<file path="config.mk">
export PLATFORM = sky130hd
export DESIGN_NAME = pio_debounce_irq
export DESIGN_NICKNAME = d
export VERILOG_FILES = /design/src/rtl/pio_debounce_irq.sv
export SDC_FILE = /design/constraint.sdc
export NUM_CORES = 1
export LEC_CHECK = 0
export ABC_AREA = 1
export BUFFER_PORTS_ARGS = -buffer_cell sky130_fd_sc_hd__buf_2
export CORE_UTILIZATION = 34
export DETAILED_ROUTE_END_ITERATION = 12
export PLACE_DENSITY = 0.58
export SLEW_MARGIN = 30
export SYNTH_ARGS = -nofsm -noshare
export SYNTH_HDL_FRONTEND = slang
export SYNTH_SLANG_ARGS = --single-unit
</file>
<file path="constraint.sdc">
create_clock -name clk -period 1.9 [get_ports clk]
set_clock_uncertainty 0.05 [all_clocks]
set_input_delay 0.38 -clock clk [delete_from_list [all_inputs] [get_ports clk]]
set_output_delay 0.38 -clock clk [all_outputs]
set_load 0.02 [all_outputs]
</file>
<file path="src/rtl/pio_debounce_irq.sv">
// Avalon-MM PIO: synchronised, debounced, edge-captured inputs with a maskable level IRQ,
// plus CPU-written outputs. Define PIO_DEBOUNCE_PWM_EN to add the DUTY register and global PWM dimming.
module pio_debounce_irq #(
  parameter int N_IN            = 14,
  parameter int N_OUT           = 10,
  parameter int DEBOUNCE_CYCLES = 500000
) (
  input  logic             clk,
  input  logic             reset_n,
  input  logic [2:0]       avs_address,
  input  logic             avs_read,
  input  logic             avs_write,
  input  logic [31:0]      avs_writedata,
  output logic [31:0]      avs_readdata,
  output logic             irq,
  input  logic [N_IN-1:0]  pin_in,
  output logic [N_OUT-1:0] pin_out
);

  localparam int CW = (DEBOUNCE_CYCLES > 1) ? $clog2(DEBOUNCE_CYCLES) : 1;
  localparam logic [CW-1:0] CNT_MAX = CW'(DEBOUNCE_CYCLES - 1);

  typedef enum logic [2:0] {
    ADDR_DATA_IN  = 3'd0,
    ADDR_DATA_OUT = 3'd1,
    ADDR_IRQ_MASK = 3'd2,
    ADDR_EDGE_CAP = 3'd3,
    ADDR_RISE_EN  = 3'd4,
    ADDR_FALL_EN  = 3'd5,
    ADDR_DUTY     = 3'd6
  } addr_e;

  logic [N_IN-1:0]  sync1, sync2, stable;
  logic [N_IN-1:0]  accept, rise, fall;
  logic [CW-1:0]    cnt [N_IN];
  logic [N_IN-1:0]  irq_mask, edge_cap, rise_en, fall_en;
  logic [N_OUT-1:0] data_out;
  logic [N_OUT-1:0] out_gate;
  logic [31:0]      rd_val;

  // Upper write-data bits beyond the implemented register widths are intentionally dropped.
  logic unused_wdata;
  assign unused_wdata = &{1'b0, avs_writedata};

  // NOTE: sequential state uses non-blocking assignments so every flop samples pre-edge values.
  always_ff @(posedge clk or negedge reset_n) begin
    if (!reset_n) begin
      sync1 <= '0;
      sync2 <= '0;
    end else begin
      sync1 <= pin_in;
      sync2 <= sync1;
    end
  end

  // A bit is accepted on the edge where it has differed from stable for DEBOUNCE_CYCLES samples.
  // NOTE: always_comb assigns a default first so no path can infer a latch.
  always_comb begin
    accept = '0;
    for (int i = 0; i < N_IN; i++) begin
      accept[i] = (sync2[i] != stable[i]) && (cnt[i] == CNT_MAX);
    end
    rise = accept & sync2;
    fall = accept & ~sync2;
  end

  // NOTE: the counter array is reset explicitly so a reset mid-debounce discards partial counts.
  always_ff @(posedge clk or negedge reset_n) begin
    if (!reset_n) begin
      stable <= '0;
      for (int i = 0; i < N_IN; i++) cnt[i] <= '0;
    end else begin
      for (int i = 0; i < N_IN; i++) begin
        if (sync2[i] == stable[i]) begin
          cnt[i] <= '0;
        end else if (accept[i]) begin
          stable[i] <= sync2[i];
          cnt[i]    <= '0;
        end else begin
          cnt[i] <= cnt[i] + 1'b1;
        end
      end
    end
  end

  // Control registers; a capture set on the same edge as a W1C wins.
  always_ff @(posedge clk or negedge reset_n) begin
    if (!reset_n) begin
      data_out <= '0;
      irq_mask <= '0;
      edge_cap <= '0;
      rise_en  <= '0;
      fall_en  <= '0;
    end else begin
      if (avs_write && avs_address == ADDR_DATA_OUT) data_out <= avs_writedata[N_OUT-1:0];
      if (avs_write && avs_address == ADDR_IRQ_MASK) irq_mask <= avs_writedata[N_IN-1:0];
      if (avs_write && avs_address == ADDR_RISE_EN)  rise_en  <= avs_writedata[N_IN-1:0];
      if (avs_write && avs_address == ADDR_FALL_EN)  fall_en  <= avs_writedata[N_IN-1:0];
      if (avs_write && avs_address == ADDR_EDGE_CAP)
        edge_cap <= (edge_cap & ~avs_writedata[N_IN-1:0]) | (rise & rise_en) | (fall & fall_en);
      else
        edge_cap <= edge_cap | (rise & rise_en) | (fall & fall_en);
    end
  end

`ifdef PIO_DEBOUNCE_PWM_EN
  logic [7:0] duty;
  logic [7:0] pwm_cnt;

  always_ff @(posedge clk or negedge reset_n) begin
    if (!reset_n) begin
      duty    <= 8'hFF;
      pwm_cnt <= '0;
    end else begin
      pwm_cnt <= pwm_cnt + 8'd1;
      if (avs_write && avs_address == ADDR_DUTY) duty <= avs_writedata[7:0];
    end
  end

  assign out_gate = {N_OUT{(duty == 8'hFF) || (pwm_cnt < duty)}};
`else
  assign out_gate = '1;
`endif

  always_comb begin
    rd_val = '0;
    case (avs_address)
      ADDR_DATA_IN:  rd_val = 32'(stable);
      ADDR_DATA_OUT: rd_val = 32'(data_out);
      ADDR_IRQ_MASK: rd_val = 32'(irq_mask);
      ADDR_EDGE_CAP: rd_val = 32'(edge_cap);
      ADDR_RISE_EN:  rd_val = 32'(rise_en);
      ADDR_FALL_EN:  rd_val = 32'(fall_en);
`ifdef PIO_DEBOUNCE_PWM_EN
      ADDR_DUTY:     rd_val = 32'(duty);
`endif
      default:       rd_val = '0;
    endcase
  end

  always_ff @(posedge clk or negedge reset_n) begin
    if (!reset_n) begin
      avs_readdata <= '0;
      irq          <= 1'b0;
      pin_out      <= '0;
    end else begin
      if (avs_read) avs_readdata <= rd_val;
      irq     <= |(edge_cap & irq_mask);
      pin_out <= data_out & out_gate;
    end
  end

endmodule
</file>
==> impl_metrics.json <==
{
  "path_clk_slew_ns": 0.06,
  "multi_input_area_um2": 9110,
  "grt_first_pass_wirelength_um": 80500,
  "initial_core_util_pct": 34.5,
  "p_per_area_nw_per_um2": 853,
  "cts_root_buf": "clkbuf_16",
  "worstPathArrival_ns": 2.10,
  "avgViaCountPerCell": 4.70,
  "drcViolationCount": 0,
  "r2r-start": "cnt[190]",
  "critical-path-max-stage-delay_ns": 0.37,
  "crit_path_end_kind": "flip-flop",
  "yosysSeqAreaShare_pct": 49.1,
  "hold_start": "avs_writedata[10]",
  "dieArea_um2": 60800,
  "hpwl_um": 35200,
  "grt_max_degree": 60,
  "grt_pass1_vias": 16144,
  "port_buffers": 59,
  "finalSetupTns_ns": 0,
  "timing.final.crit_share_pct": 89.4,
  "drive_gt1_share_pct": 9.15,
  "drt_iter0_markers": 1084,
  "worstHoldEndpoint": "fall_en[10]",
  "rows": 89,
  "num_vias": 16895,
  "h-tree-depth": 2,
  "cts_buffer_depth": 3,
  "reg2reg_depth": 6,
  "yosysWarnings": 0,
  "core_um2": 59000,
  "io_pins": 96,
  "die_y_um": 247,
  "seqCellArea_um2": 9980,
  "crit_type": "flip-flop to flip-flop",
  "fin_nets": 2852,
  "ys_seq_elements": 399,
  "slowest_stage": "dfrtp_1",
  "fillers": 5943,
  "syn2layout_area_growth_pct": 16.9,
  "fmax_mhz": 588,
  "critPathBufInv": 0,
  "hold_class": "input pin to flip-flop",
  "crit_chain": "ha_1 -> nand3_1 -> nor2_1 -> nand3_2 -> nand2_1 -> nor2_1",
  "synth_cell_types": 40,
  "cts_sinks": 399,
  "min_period_ns": 1.70,
  "r2r_slack_ns": 0.20,
  "power.leakage_nw": 10.7,
  "critPathLaunchType": "flip-flop",
  "grt.total_usage_pct": 16.2,
  "antenna_found_initial": 6,
  "netlist_instances": 2629,
  "crit_fanout": 9,
  "wl_um": 47800,
  "cts_setup_buffers": 0,
  "holdPathStages": 3,
  "routedWlPerCell_um": 13.3,
  "outcome": "complete, no violations",
  "antennaDiodeCount": 0,
  "cts_tree": "done",
  "syn-cell-area_um2": 20300,
  "grt_overflow_total": 0,
  "numCtsBuffers": 46,
  "peakVddDrop_v": 0.000739,
  "maxCapViolations": 0,
  "clk_latency_ns": 0.57,
  "cts-resized-gates": 0,
  "die_w_um": 247,
  "setup_viol": 0,
  "regToRegEndpoint": "cnt[201]",
  "post_synth.cell_area_avg_um2": 7.74,
  "routabilityCongestion": 0.919,
  "utilization_pct": 40.3,
  "finalHoldViolCount": 0,
  "critPathTopFamily": "simple AND/OR/NAND/NOR gates",
  "first_pass_iters": 5,
  "ant_nets": 0,
  "grt_setup_unrepaired": "false",
  "critPathRequiredTime_ns": 2.30,
  "hold_slack_ns": 0.0754,
  "crit_top_cell": "nor2_1",
  "drv_slew": 0
}
-- synth_stat cells (all sizes together) --
cell,instances,area [um^2]
a211oi,1,7.51
a21oi,47,235
a221oi,2,17.5
a22o,3,26.3
a31oi,5,31.3
and3,1,6.26
buf,31,240
clkbuf,12,47.6
conb,1,3.75
dfrtp,399,9980
ha,14,175
inv,271,1020
mux2i,2,20.0
nand2,593,2270
nand3,204,1050
nand4,64,400
nor2,662,2550
nor3,29,156
nor3b,11,82.6
nor4,7,43.8
o21ai,134,734
o21bai,6,45.0
o22ai,1,6.26
or2,1,6.26
xnor2,43,414
xor2,85,759
-- registers in the layout (all words and copies together) (netlist names), 10 cells and up --
register,flops
sync1,14
fall_en,14
cnt,266
rise_en,14
sync2,14
edge_cap,14
stable,14
pin_out,10
data_out,10
avs_readdata,14
irq_mask,14
-- cell families after synthesis --
family,count (synthesis),synth area share (%)
other,1,0.0184
buffers and inverters,314,6.42
XOR/XNOR,128,5.77
adder cells (fa/ha/maj),14,0.861
AO/OA/AOI/OAI,199,5.43
flip-flops,399,49.1
AND/OR/NAND/NOR,1572,32.3
multiplexers,2,0.0984
-- area by class of cell --
class | instances | area share [%]
sequential | 399 | 42.0
multi-input combinational | 1933 | 38.3
clock buffer | 73 | 6.21
timing repair buffer | 134 | 4.44
inverter | 271 | 4.28
tap | 773 | 4.07
clock inverter | 9 | 0.715
-- report_power, final --
group | internal (mW) | switching, mW
Combinational | 0.537 | 0.970
Sequential | 8.96 | 0.373
Clock | 5.97 | 3.49
Total | 15.5 | 4.84
-- worst register-to-register path, cell delays in order, from the launching register on --
cell and delay, ns:
dfrtp_1 0.37, ha_1 0.19, nand3_1 0.25, nor2_1 0.21
nand3_2 0.19, nand2_1 0.26, nor2_1 0.08
-- cells in the final DEF (no fill, tap or decap), types with 47 or more instances in the layout --
master	synthesis	final
xor2_1	83	83
buf_2	6	58
a21oi_1	47	47
nand4_1	64	64
buf_4	19	48
clkbuf_16	0	49
dfrtp_1	399	399
nand2_1	582	582
inv_1	267	267
nor2_1	644	644
o21ai_0	96	96
nand3_1	198	198
-- layer usage --
metal,up-vias,global-route usage [%],share of wire [%]
met1,7925,22.2,48
met3,77,3.07,4.8
met2,287,25.3,44
met5,-,0,0.12
li1,8598,-,-
met4,8,5.52,2.6
-- what timing repair did --
action | in CTS | in global routing
hold buffers | 15 | 0
setup endpoints to repair | 0 | 0
hold endpoints to repair | 198 | 0
-- worst max path at each step --
stage                              start           end  slack [ns]  cells past startpoint
after global routing            cnt[190]      cnt[191]       0.006                      6
after detailed placement  avs_address[2]  edge_cap[11]        0.12                      7
after floorplan                 cnt[133]      cnt[142]        0.45                      6
after global placement    avs_address[2]   edge_cap[0]        0.18                      7
after CTS                       cnt[190]      cnt[191]        0.17                      6
final                           cnt[190]      cnt[201]        0.20                      6
-- metrics by stage --
step / area [um^2] / setup slack [ns] / cells / power [mW]
global route: 23800 / 0.00619 / 3592 / 21.2
detailed placement: 22000 / 0.116 / 3495 / 11.0
CTS: 23800 / 0.169 / 3592 / 20.6
floorplan: 20400 / 0.445 / 2646 / 10.2
finish: 23800 / 0.201 / 3592 / 20.3
global placement: 22000 / 0.184 / 3495 / 10.9
No activity file was read; power rests on OpenSTA's default activity.
